$ cat src/rtl/matmul_pkg.sv
// Shared types and derivations for the matmul sequencer: state encoding,
// dimension/counter width helpers and the operand-dimension clamp.
package matmul_pkg;

  typedef enum logic [2:0] {
    ST_IDLE,
    ST_CLEAR,
    ST_FEED,
    ST_DRAIN,
    ST_WRITE,
    ST_DONE
  } seq_state_e;

  function automatic int unsigned calc_max_dim(input int unsigned bus_w, input int unsigned data_w);
    return (bus_w / data_w < 1) ? 1 : bus_w / data_w;
  endfunction

  // Feed counter spans 3*MAX_DIM-2 skew steps; keep at least one bit.
  function automatic int unsigned calc_cnt_w(input int unsigned max_dim);
    int unsigned steps;
    steps = 3 * max_dim - 2;
    return (steps > 1) ? $clog2(steps) : 1;
  endfunction

  function automatic int unsigned calc_addr_w(input int unsigned max_dim);
    return (max_dim > 1) ? $clog2(max_dim) : 1;
  endfunction

  function automatic logic [1:0] clamp_dim(input logic [1:0] d, input int unsigned max_dim);
    if ({30'd0, d} > max_dim - 1) return 2'(max_dim - 1);
    return d;
  endfunction

  localparam int unsigned MAX_DIM_DEF = calc_max_dim(16, 8);
  localparam int unsigned CNT_W_DEF   = calc_cnt_w(MAX_DIM_DEF);
  localparam int unsigned ADDR_W_DEF  = calc_addr_w(MAX_DIM_DEF);

endpackage

$ cat src/rtl/matmul_sequencer_if.sv
// Control/status bundle between the register file (master) and the
// matmul sequencer (slave).
interface matmul_sequencer_if #(
  parameter int unsigned CNT_W  = 2,
  parameter int unsigned ADDR_W = 1
);
  logic              start_i;
  logic              abort_i;
  logic [1:0]        dim_n_i;
  logic [1:0]        dim_k_i;
  logic [1:0]        dim_m_i;
  logic              mode_bias_i;
  logic              start_bit_o;
  logic [CNT_W-1:0]  counter_o;
  logic              reload_op_o;
  logic              pe_clear_o;
  logic              res_we_o;
  logic [ADDR_W-1:0] res_addr_o;
  logic              op_wr_block_o;
  logic              busy_o;
  logic              done_o;
  logic              start_ignored_o;
  logic [1:0]        k_o;
  logic [1:0]        m_o;
  logic [1:0]        n_o;

  modport slave (
    input  start_i, abort_i, dim_n_i, dim_k_i, dim_m_i, mode_bias_i,
    output start_bit_o, counter_o, reload_op_o, pe_clear_o, res_we_o, res_addr_o,
           op_wr_block_o, busy_o, done_o, start_ignored_o, k_o, m_o, n_o
  );

  modport master (
    output start_i, abort_i, dim_n_i, dim_k_i, dim_m_i, mode_bias_i,
    input  start_bit_o, counter_o, reload_op_o, pe_clear_o, res_we_o, res_addr_o,
           op_wr_block_o, busy_o, done_o, start_ignored_o, k_o, m_o, n_o
  );
endinterface

$ cat src/rtl/matmul_sequencer_seq_counter.sv
// Loadable up-counter with terminal-count flag; wraps to zero when it
// advances past the terminal value.
module seq_counter #(
  parameter int unsigned W = 2
) (
  input  logic         clk_i,
  input  logic         rst_i,
  input  logic         clr_i,
  input  logic         load_i,
  input  logic [W-1:0] load_val_i,
  input  logic         en_i,
  input  logic [W-1:0] term_i,
  output logic [W-1:0] count_o,
  output logic         tc_o
);
  logic [W-1:0] count_q, count_d;

  assign tc_o    = (count_q == term_i);
  assign count_o = count_q;

  always_comb begin
    count_d = count_q;
    if (clr_i)       count_d = '0;
    else if (load_i) count_d = load_val_i;
    else if (en_i)   count_d = tc_o ? '0 : count_q + W'(1);
  end

  always_ff @(posedge clk_i or posedge rst_i) begin
    if (rst_i) count_q <= '0;
    else       count_q <= count_d;
  end
endmodule

$ cat src/rtl/matmul_sequencer.sv
// Sequences one matmul: CLEAR -> FEED -> DRAIN -> WRITE -> DONE.
// Optional MATMUL_SEQ_ACCUM_EN: mode_bias_i latched at start suppresses pe_clear_o.
module matmul_sequencer
  import matmul_pkg::*;
#(
  parameter int unsigned BUS_WIDTH  = 16,
  parameter int unsigned DATA_WIDTH = 8,
  parameter int unsigned PIPE_LAT   = 2
) (
  input  logic              clk_i,
  input  logic              rst_i,
  matmul_sequencer_if.slave bus
);
  localparam int unsigned MAX_DIM = calc_max_dim(BUS_WIDTH, DATA_WIDTH);
  localparam int unsigned CNT_W   = calc_cnt_w(MAX_DIM);
  localparam int unsigned ADDR_W  = calc_addr_w(MAX_DIM);
  localparam int unsigned DRN_W   = (PIPE_LAT > 1) ? $clog2(PIPE_LAT) : 1;
  localparam logic [CNT_W-1:0] FEED_LAST  = CNT_W'(3 * MAX_DIM - 3);
  localparam logic [DRN_W-1:0] DRAIN_LAST = DRN_W'((PIPE_LAT > 0) ? PIPE_LAT - 1 : 0);

  seq_state_e        state_q, state_d;
  logic [1:0]        n_q, k_q, m_q;
  logic              bias_q;
  logic [CNT_W-1:0]  feed_cnt;
  logic [DRN_W-1:0]  drain_cnt;
  logic [ADDR_W-1:0] wr_cnt;
  logic              feed_tc, drain_tc, wr_tc;
  logic              abort_hit, cnt_clr, load_all, accept;

  assign accept    = (state_q == ST_IDLE) && bus.start_i;
  assign abort_hit = bus.abort_i && (state_q != ST_IDLE);
  assign cnt_clr   = abort_hit || (state_q == ST_IDLE);
  assign load_all  = (state_q == ST_CLEAR);

  seq_counter #(.W(CNT_W)) u_feed (
    .clk_i(clk_i), .rst_i(rst_i), .clr_i(cnt_clr), .load_i(load_all), .load_val_i('0),
    .en_i(state_q == ST_FEED), .term_i(FEED_LAST), .count_o(feed_cnt), .tc_o(feed_tc)
  );

  seq_counter #(.W(DRN_W)) u_drain (
    .clk_i(clk_i), .rst_i(rst_i), .clr_i(cnt_clr), .load_i(load_all), .load_val_i('0),
    .en_i(state_q == ST_DRAIN), .term_i(DRAIN_LAST), .count_o(drain_cnt), .tc_o(drain_tc)
  );

  seq_counter #(.W(ADDR_W)) u_write (
    .clk_i(clk_i), .rst_i(rst_i), .clr_i(cnt_clr), .load_i(load_all), .load_val_i('0),
    .en_i(state_q == ST_WRITE), .term_i(ADDR_W'(n_q)), .count_o(wr_cnt), .tc_o(wr_tc)
  );

  always_ff @(posedge clk_i or posedge rst_i) begin
    if (rst_i) state_q <= ST_IDLE;
    else       state_q <= state_d;
  end

  always_ff @(posedge clk_i or posedge rst_i) begin
    if (rst_i) begin
      n_q <= '0;
      k_q <= '0;
      m_q <= '0;
    end else if (accept) begin
      n_q <= clamp_dim(bus.dim_n_i, MAX_DIM);
      k_q <= clamp_dim(bus.dim_k_i, MAX_DIM);
      m_q <= clamp_dim(bus.dim_m_i, MAX_DIM);
    end
  end

`ifdef MATMUL_SEQ_ACCUM_EN
  always_ff @(posedge clk_i or posedge rst_i) begin
    if (rst_i)       bias_q <= 1'b0;
    else if (accept) bias_q <= bus.mode_bias_i;
  end
`else
  assign bias_q = 1'b0;
`endif

  always_comb begin
    state_d = state_q;
    unique case (state_q)
      ST_IDLE:  if (bus.start_i) state_d = ST_CLEAR;
      ST_CLEAR: state_d = ST_FEED;
      ST_FEED:  if (feed_tc) state_d = (PIPE_LAT == 0) ? ST_WRITE : ST_DRAIN;
      ST_DRAIN: if (drain_tc) state_d = ST_WRITE;
      ST_WRITE: if (wr_tc) state_d = ST_DONE;
      ST_DONE:  state_d = ST_IDLE;
      default:  state_d = ST_IDLE;
    endcase
    if (abort_hit) state_d = ST_IDLE;
  end

  // Dimensions are held internally but only exposed while busy.
  always_comb begin
    bus.start_bit_o     = (state_q == ST_FEED);
    bus.counter_o       = (state_q == ST_FEED) ? feed_cnt : '0;
    bus.reload_op_o     = (state_q == ST_CLEAR);
    bus.pe_clear_o      = (state_q == ST_CLEAR) && !bias_q;
    bus.res_we_o        = (state_q == ST_WRITE);
    bus.res_addr_o      = (state_q == ST_WRITE) ? wr_cnt : '0;
    bus.busy_o          = (state_q != ST_IDLE);
    bus.op_wr_block_o   = (state_q != ST_IDLE);
    bus.done_o          = (state_q == ST_DONE);
    bus.start_ignored_o = bus.start_i && (state_q != ST_IDLE);
    bus.k_o             = (state_q != ST_IDLE) ? k_q : '0;
    bus.m_o             = (state_q != ST_IDLE) ? m_q : '0;
    bus.n_o             = (state_q != ST_IDLE) ? n_q : '0;
  end
endmodule

$ cat src/flat_wrapper.sv
// flat-port wrapper written by rule: the top's interface ports become plain ports
module matmul_sequencer_flat import matmul_pkg::*;
#(
  parameter int unsigned BUS_WIDTH  = 16,
  parameter int unsigned DATA_WIDTH = 8,
  parameter int unsigned PIPE_LAT   = 2
)
  (clk_i, rst_i, bus_start_i, bus_abort_i, bus_dim_n_i, bus_dim_k_i, bus_dim_m_i, bus_mode_bias_i, bus_start_bit_o, bus_counter_o, bus_reload_op_o, bus_pe_clear_o, bus_res_we_o, bus_res_addr_o, bus_op_wr_block_o, bus_busy_o, bus_done_o, bus_start_ignored_o, bus_k_o, bus_m_o, bus_n_o);
  matmul_sequencer_if #(.CNT_W(2), .ADDR_W(1)) bus_i ();
  input  logic clk_i;
  input  logic rst_i;
  input wire logic [$bits(bus_i.start_i)-1:0] bus_start_i;
  input wire logic [$bits(bus_i.abort_i)-1:0] bus_abort_i;
  input wire logic [$bits(bus_i.dim_n_i)-1:0] bus_dim_n_i;
  input wire logic [$bits(bus_i.dim_k_i)-1:0] bus_dim_k_i;
  input wire logic [$bits(bus_i.dim_m_i)-1:0] bus_dim_m_i;
  input wire logic [$bits(bus_i.mode_bias_i)-1:0] bus_mode_bias_i;
  output wire logic [$bits(bus_i.start_bit_o)-1:0] bus_start_bit_o;
  output wire logic [$bits(bus_i.counter_o)-1:0] bus_counter_o;
  output wire logic [$bits(bus_i.reload_op_o)-1:0] bus_reload_op_o;
  output wire logic [$bits(bus_i.pe_clear_o)-1:0] bus_pe_clear_o;
  output wire logic [$bits(bus_i.res_we_o)-1:0] bus_res_we_o;
  output wire logic [$bits(bus_i.res_addr_o)-1:0] bus_res_addr_o;
  output wire logic [$bits(bus_i.op_wr_block_o)-1:0] bus_op_wr_block_o;
  output wire logic [$bits(bus_i.busy_o)-1:0] bus_busy_o;
  output wire logic [$bits(bus_i.done_o)-1:0] bus_done_o;
  output wire logic [$bits(bus_i.start_ignored_o)-1:0] bus_start_ignored_o;
  output wire logic [$bits(bus_i.k_o)-1:0] bus_k_o;
  output wire logic [$bits(bus_i.m_o)-1:0] bus_m_o;
  output wire logic [$bits(bus_i.n_o)-1:0] bus_n_o;
  assign bus_i.start_i = bus_start_i;
  assign bus_i.abort_i = bus_abort_i;
  assign bus_i.dim_n_i = bus_dim_n_i;
  assign bus_i.dim_k_i = bus_dim_k_i;
  assign bus_i.dim_m_i = bus_dim_m_i;
  assign bus_i.mode_bias_i = bus_mode_bias_i;
  assign bus_start_bit_o = bus_i.start_bit_o;
  assign bus_counter_o = bus_i.counter_o;
  assign bus_reload_op_o = bus_i.reload_op_o;
  assign bus_pe_clear_o = bus_i.pe_clear_o;
  assign bus_res_we_o = bus_i.res_we_o;
  assign bus_res_addr_o = bus_i.res_addr_o;
  assign bus_op_wr_block_o = bus_i.op_wr_block_o;
  assign bus_busy_o = bus_i.busy_o;
  assign bus_done_o = bus_i.done_o;
  assign bus_start_ignored_o = bus_i.start_ignored_o;
  assign bus_k_o = bus_i.k_o;
  assign bus_m_o = bus_i.m_o;
  assign bus_n_o = bus_i.n_o;
  matmul_sequencer #(.BUS_WIDTH(BUS_WIDTH), .DATA_WIDTH(DATA_WIDTH), .PIPE_LAT(PIPE_LAT)) u_core (.clk_i(clk_i), .rst_i(rst_i), .bus(bus_i));
endmodule
$ cat config.mk
export PLATFORM = sky130hd
export DESIGN_NAME = matmul_sequencer_flat
export DESIGN_NICKNAME = d
export VERILOG_FILES = /design/src/rtl/matmul_pkg.sv /design/src/rtl/matmul_sequencer_if.sv /design/src/rtl/matmul_sequencer_seq_counter.sv /design/src/rtl/matmul_sequencer.sv /design/src/flat_wrapper.sv
export SDC_FILE = /design/constraint.sdc
export NUM_CORES = 1
export LEC_CHECK = 0
export ABC_AREA = 0
export CAP_MARGIN = 30
export CORE_ASPECT_RATIO = 0.6
export CORE_MARGIN = 2
export CORE_UTILIZATION = 31
export DETAILED_ROUTE_END_ITERATION = 8
export GPL_TIMING_DRIVEN = 1
export PLACE_DENSITY = 0.61
export SETUP_SLACK_MARGIN = 0.3
export SLEW_MARGIN = 10
export SYNTH_ARGS = -nofsm -noshare
export SYNTH_HDL_FRONTEND = slang
export SYNTH_SLANG_ARGS = --single-unit
$ cat constraint.sdc
create_clock -name clk_i -period 1.7 [get_ports clk_i]
set_input_delay 0.34 -clock clk_i [delete_from_list [all_inputs] [get_ports clk_i]]
set_output_delay 0.34 -clock clk_i [all_outputs]
set_load 0.03 [all_outputs]
==> out/metrics.yaml <==
clocking:
  cts_num_sinks: 13
  htreeDepth: 1
  numCtsBuffers: 3
  clock_latency_ns: 0.25
  clockRootBuffer: "clkbuf_8"
  cts_tree: "built"
  clk_pin_slew_worst_paths_ns: 0.06
  cts_buffer_depth: 2
critical_path:
  crit_chain: "nor3_2 -> buf_4 -> buf_12 -> nor2b_1 -> buf_4"
  critPathBufInv: 3
  path_class: "register to output port"
  cp_max_fo: 6
  path_delay_family: "buffers and inverters"
  arrival_ns: 1.40
  cp_slowest_stage_delay_ns: 0.43
  endpoint_kind: "output port"
  crit_path_top_delay_cell: "dfrtp_2"
  crit_required_ns: 1.36
  cp-start-kind: "register"
  path_common_cell: "buf_4"
synth:
  synth_area_um2: 796
  synth_cell_types: 29
  synthSimpleGateAreaFrac: 0.355
  synthMuxAreaShare: 0
  synth_compound_area_frac: 0.123
  synth_top_family_by_area: "simple AND/OR/NAND/NOR gates"
  ys_warn_count: 0
  seq_area_frac_synth: 0.409
  syn-num-nets: 97
  synth_ff_type: "dfrtp_1"
  synth_seq_cells: 13
  avgSynthCellArea_um2: 9.47
  synthXorXnorAreaFrac: 0
  netlist_instances: 84
  synth_edf_count: 0
  synthAdderAreaFrac: 0.0314
  synthArstFlopShare: 1.00
floorplanning:
  start_util: 0.322
  die_w_um: 69.4
  die_area_um2: 3000
  die_y_um: 43.2
  ios: 28
  core_area_um2: 2470
  rows: 14
power:
  p_leak_uw: 0.000651
  power.density_nw_per_um2: 1500
  ir_drop_mv: 0.811
timing:
  min_period_ns: 1.74
  setup_ws_ns: -0.0440
  slew_headroom: 0.644
  finClkSkew_ns: 0.00145
  finalMaxSlewViolations: 0
  min_period_over_period: 1.03
  hold_violations: 0
  rsz0062_at_grt: "true"
  max_freq_ghz: 0.573
  final-setup-viol-count: 4
  worst_pin_slew_ns: 0.534
  timing.hold.ws_ns: 0.428
global_route:
  grt_pass1_vias: 738
  grt_pass1_wl_mm: 3.48
  grt_start_max_net_pins: 14
  grt_use_total: 0.157
  antenna_found_initial: 0
  grt_overflow: 0
drt:
  detail_route.first_pass.iterations: 2
  drt_iter0_markers: 37
  route.detailed.drc: 0
  routed_wl_mm: 2.23
  wl_per_cell_um: 13.7
  vias_per_cell: 4.71
  vias: 768
  ant_nets: 0
status:
  outcome: "complete, but fails checks"
  violations: "negative setup slack"
finish:
  syn_to_final_growth_pct: 80.2
  n_antenna_cell: 0
  layout_common_cells: "21 x buf_4, 15 x buf_6, 11 x dfrtp_1, 9 x nor2b_1, 9 x clkdlybuf4s50_1"
  multi_input_area_um2: 487
  post-route-util: 0.581
  final_nets: 145
  register_area_um2: 328
  drive_gt1_frac: 0.519
  nFillCells: 202
  final_common_cell: "buf_4"
placed_design:
  gp_congestion: 0.709
  port_buffers: 26
  dp_hpwl_mm: 1.32
flow_run:
  cap_violations: 0
hold_path:
  hold_path_class: "input pin to asynchronous set/reset pin"
==> power breakdown <==
group	switching (µW)	internal (µW)
Combinational	690	731
Sequential	70.4	372
Clock	124	166
==> cells in the mapped netlist, types with 2 or more instances <==
master    number  area share
a21o_1         2       0.019
buf_4          4       0.038
nand3b_1       2       0.019
nor2_1         8       0.038
nand2b_1       3       0.024
o21ai_0        2       0.013
inv_1          4       0.019
ha_1           2       0.031
and2_1         4       0.031
nand2_1        2      0.0094
dfrtp_1       13        0.41
nand3_1        2       0.013
nor3_1         2       0.013
a21oi_1        5       0.031
a31oi_1        3       0.024
nor2b_1       13        0.10
==> registers in the layout, indices dropped and copies added, names as in the netlist <==
register / count
u_core.k_q: 2
u_core.u_drain.count_o: 1
u_core.state_q: 3
u_core.n_q: 2
u_core.m_q: 2
u_core.u_feed.count_o: 2
u_core.u_write.count_o: 1
==> final cells by class <==
class,count,area share
well taps,32,0.0279
multi-input cells,60,0.339
flip-flops and latches,13,0.229
clock buffers,4,0.0314
repair buffers,50,0.360
inverters,4,0.0122
==> repair_timing <==
item / CTS / global route
gates resized for setup: 62 / 30
endpoints found under the setup margin: 18 / 24
pin swaps: 6 / 5
buffers inserted: 15 / 2
hold buffers: 0 / 0
cloned: 0 / 1
==> per-layer routing <==
metal	global-route usage	wire length [µm]
met5	0	0
met4	0.0471	23
met3	0.0546	94
met2	0.256	1100
met1	0.197	1010
==> per-stage QoR <==
step | std cells | TNS, ns | worst slack (ns) | area [µm²] | power, µW
detailed placement | 141 | 0 | 0.00681 | 1100 | 1410
CTS | 160 | 0 | 0.000852 | 1330 | 1960
global route | 163 | -0.573 | -0.103 | 1430 | 2270
finish | 163 | -0.112 | -0.0440 | 1430 | 2150
global placement | 141 | 0 | 0.00597 | 1100 | 1380
floorplan | 84 | 0 | 0.0969 | 837 | 1140
==> logic make-up (layout without fill, tap and decap cells) <==
| family | count (synthesis) | after routing |
|---|---|---|
| simple gates | 43 | 43 |
| compound gates | 15 | 15 |
| flops | 13 | 13 |
| buf+inv | 11 | 58 |
| fa+ha+maj | 2 | 2 |
==> path summary, 6_finish.rpt <==
check	from	to	slack (ns)	depth (start not counted)
worst max register to register	u_core.state_q[1]$_DFFE_PP0P_	u_core.k_q[0]$_DFFE_PP0P_	0.18	7
worst min register to register	u_core.m_q[1]$_DFFE_PP0P_	u_core.m_q[1]$_DFFE_PP0P_	0.48	1
worst min-delay path	rst_i	u_core.n_q[0]$_DFFE_PP0P_	0.43	2
min in group clk_i	u_core.m_q[1]$_DFFE_PP0P_	u_core.m_q[1]$_DFFE_PP0P_	0.48	1
worst max-delay path	u_core.state_q[1]$_DFFE_PP0P_	bus_m_o[1]	-0.04	5
max in group asynchronous	rst_i	u_core.state_q[2]$_DFFE_PP0P_	0.89	2
Power figures use the tool's default switching activity.
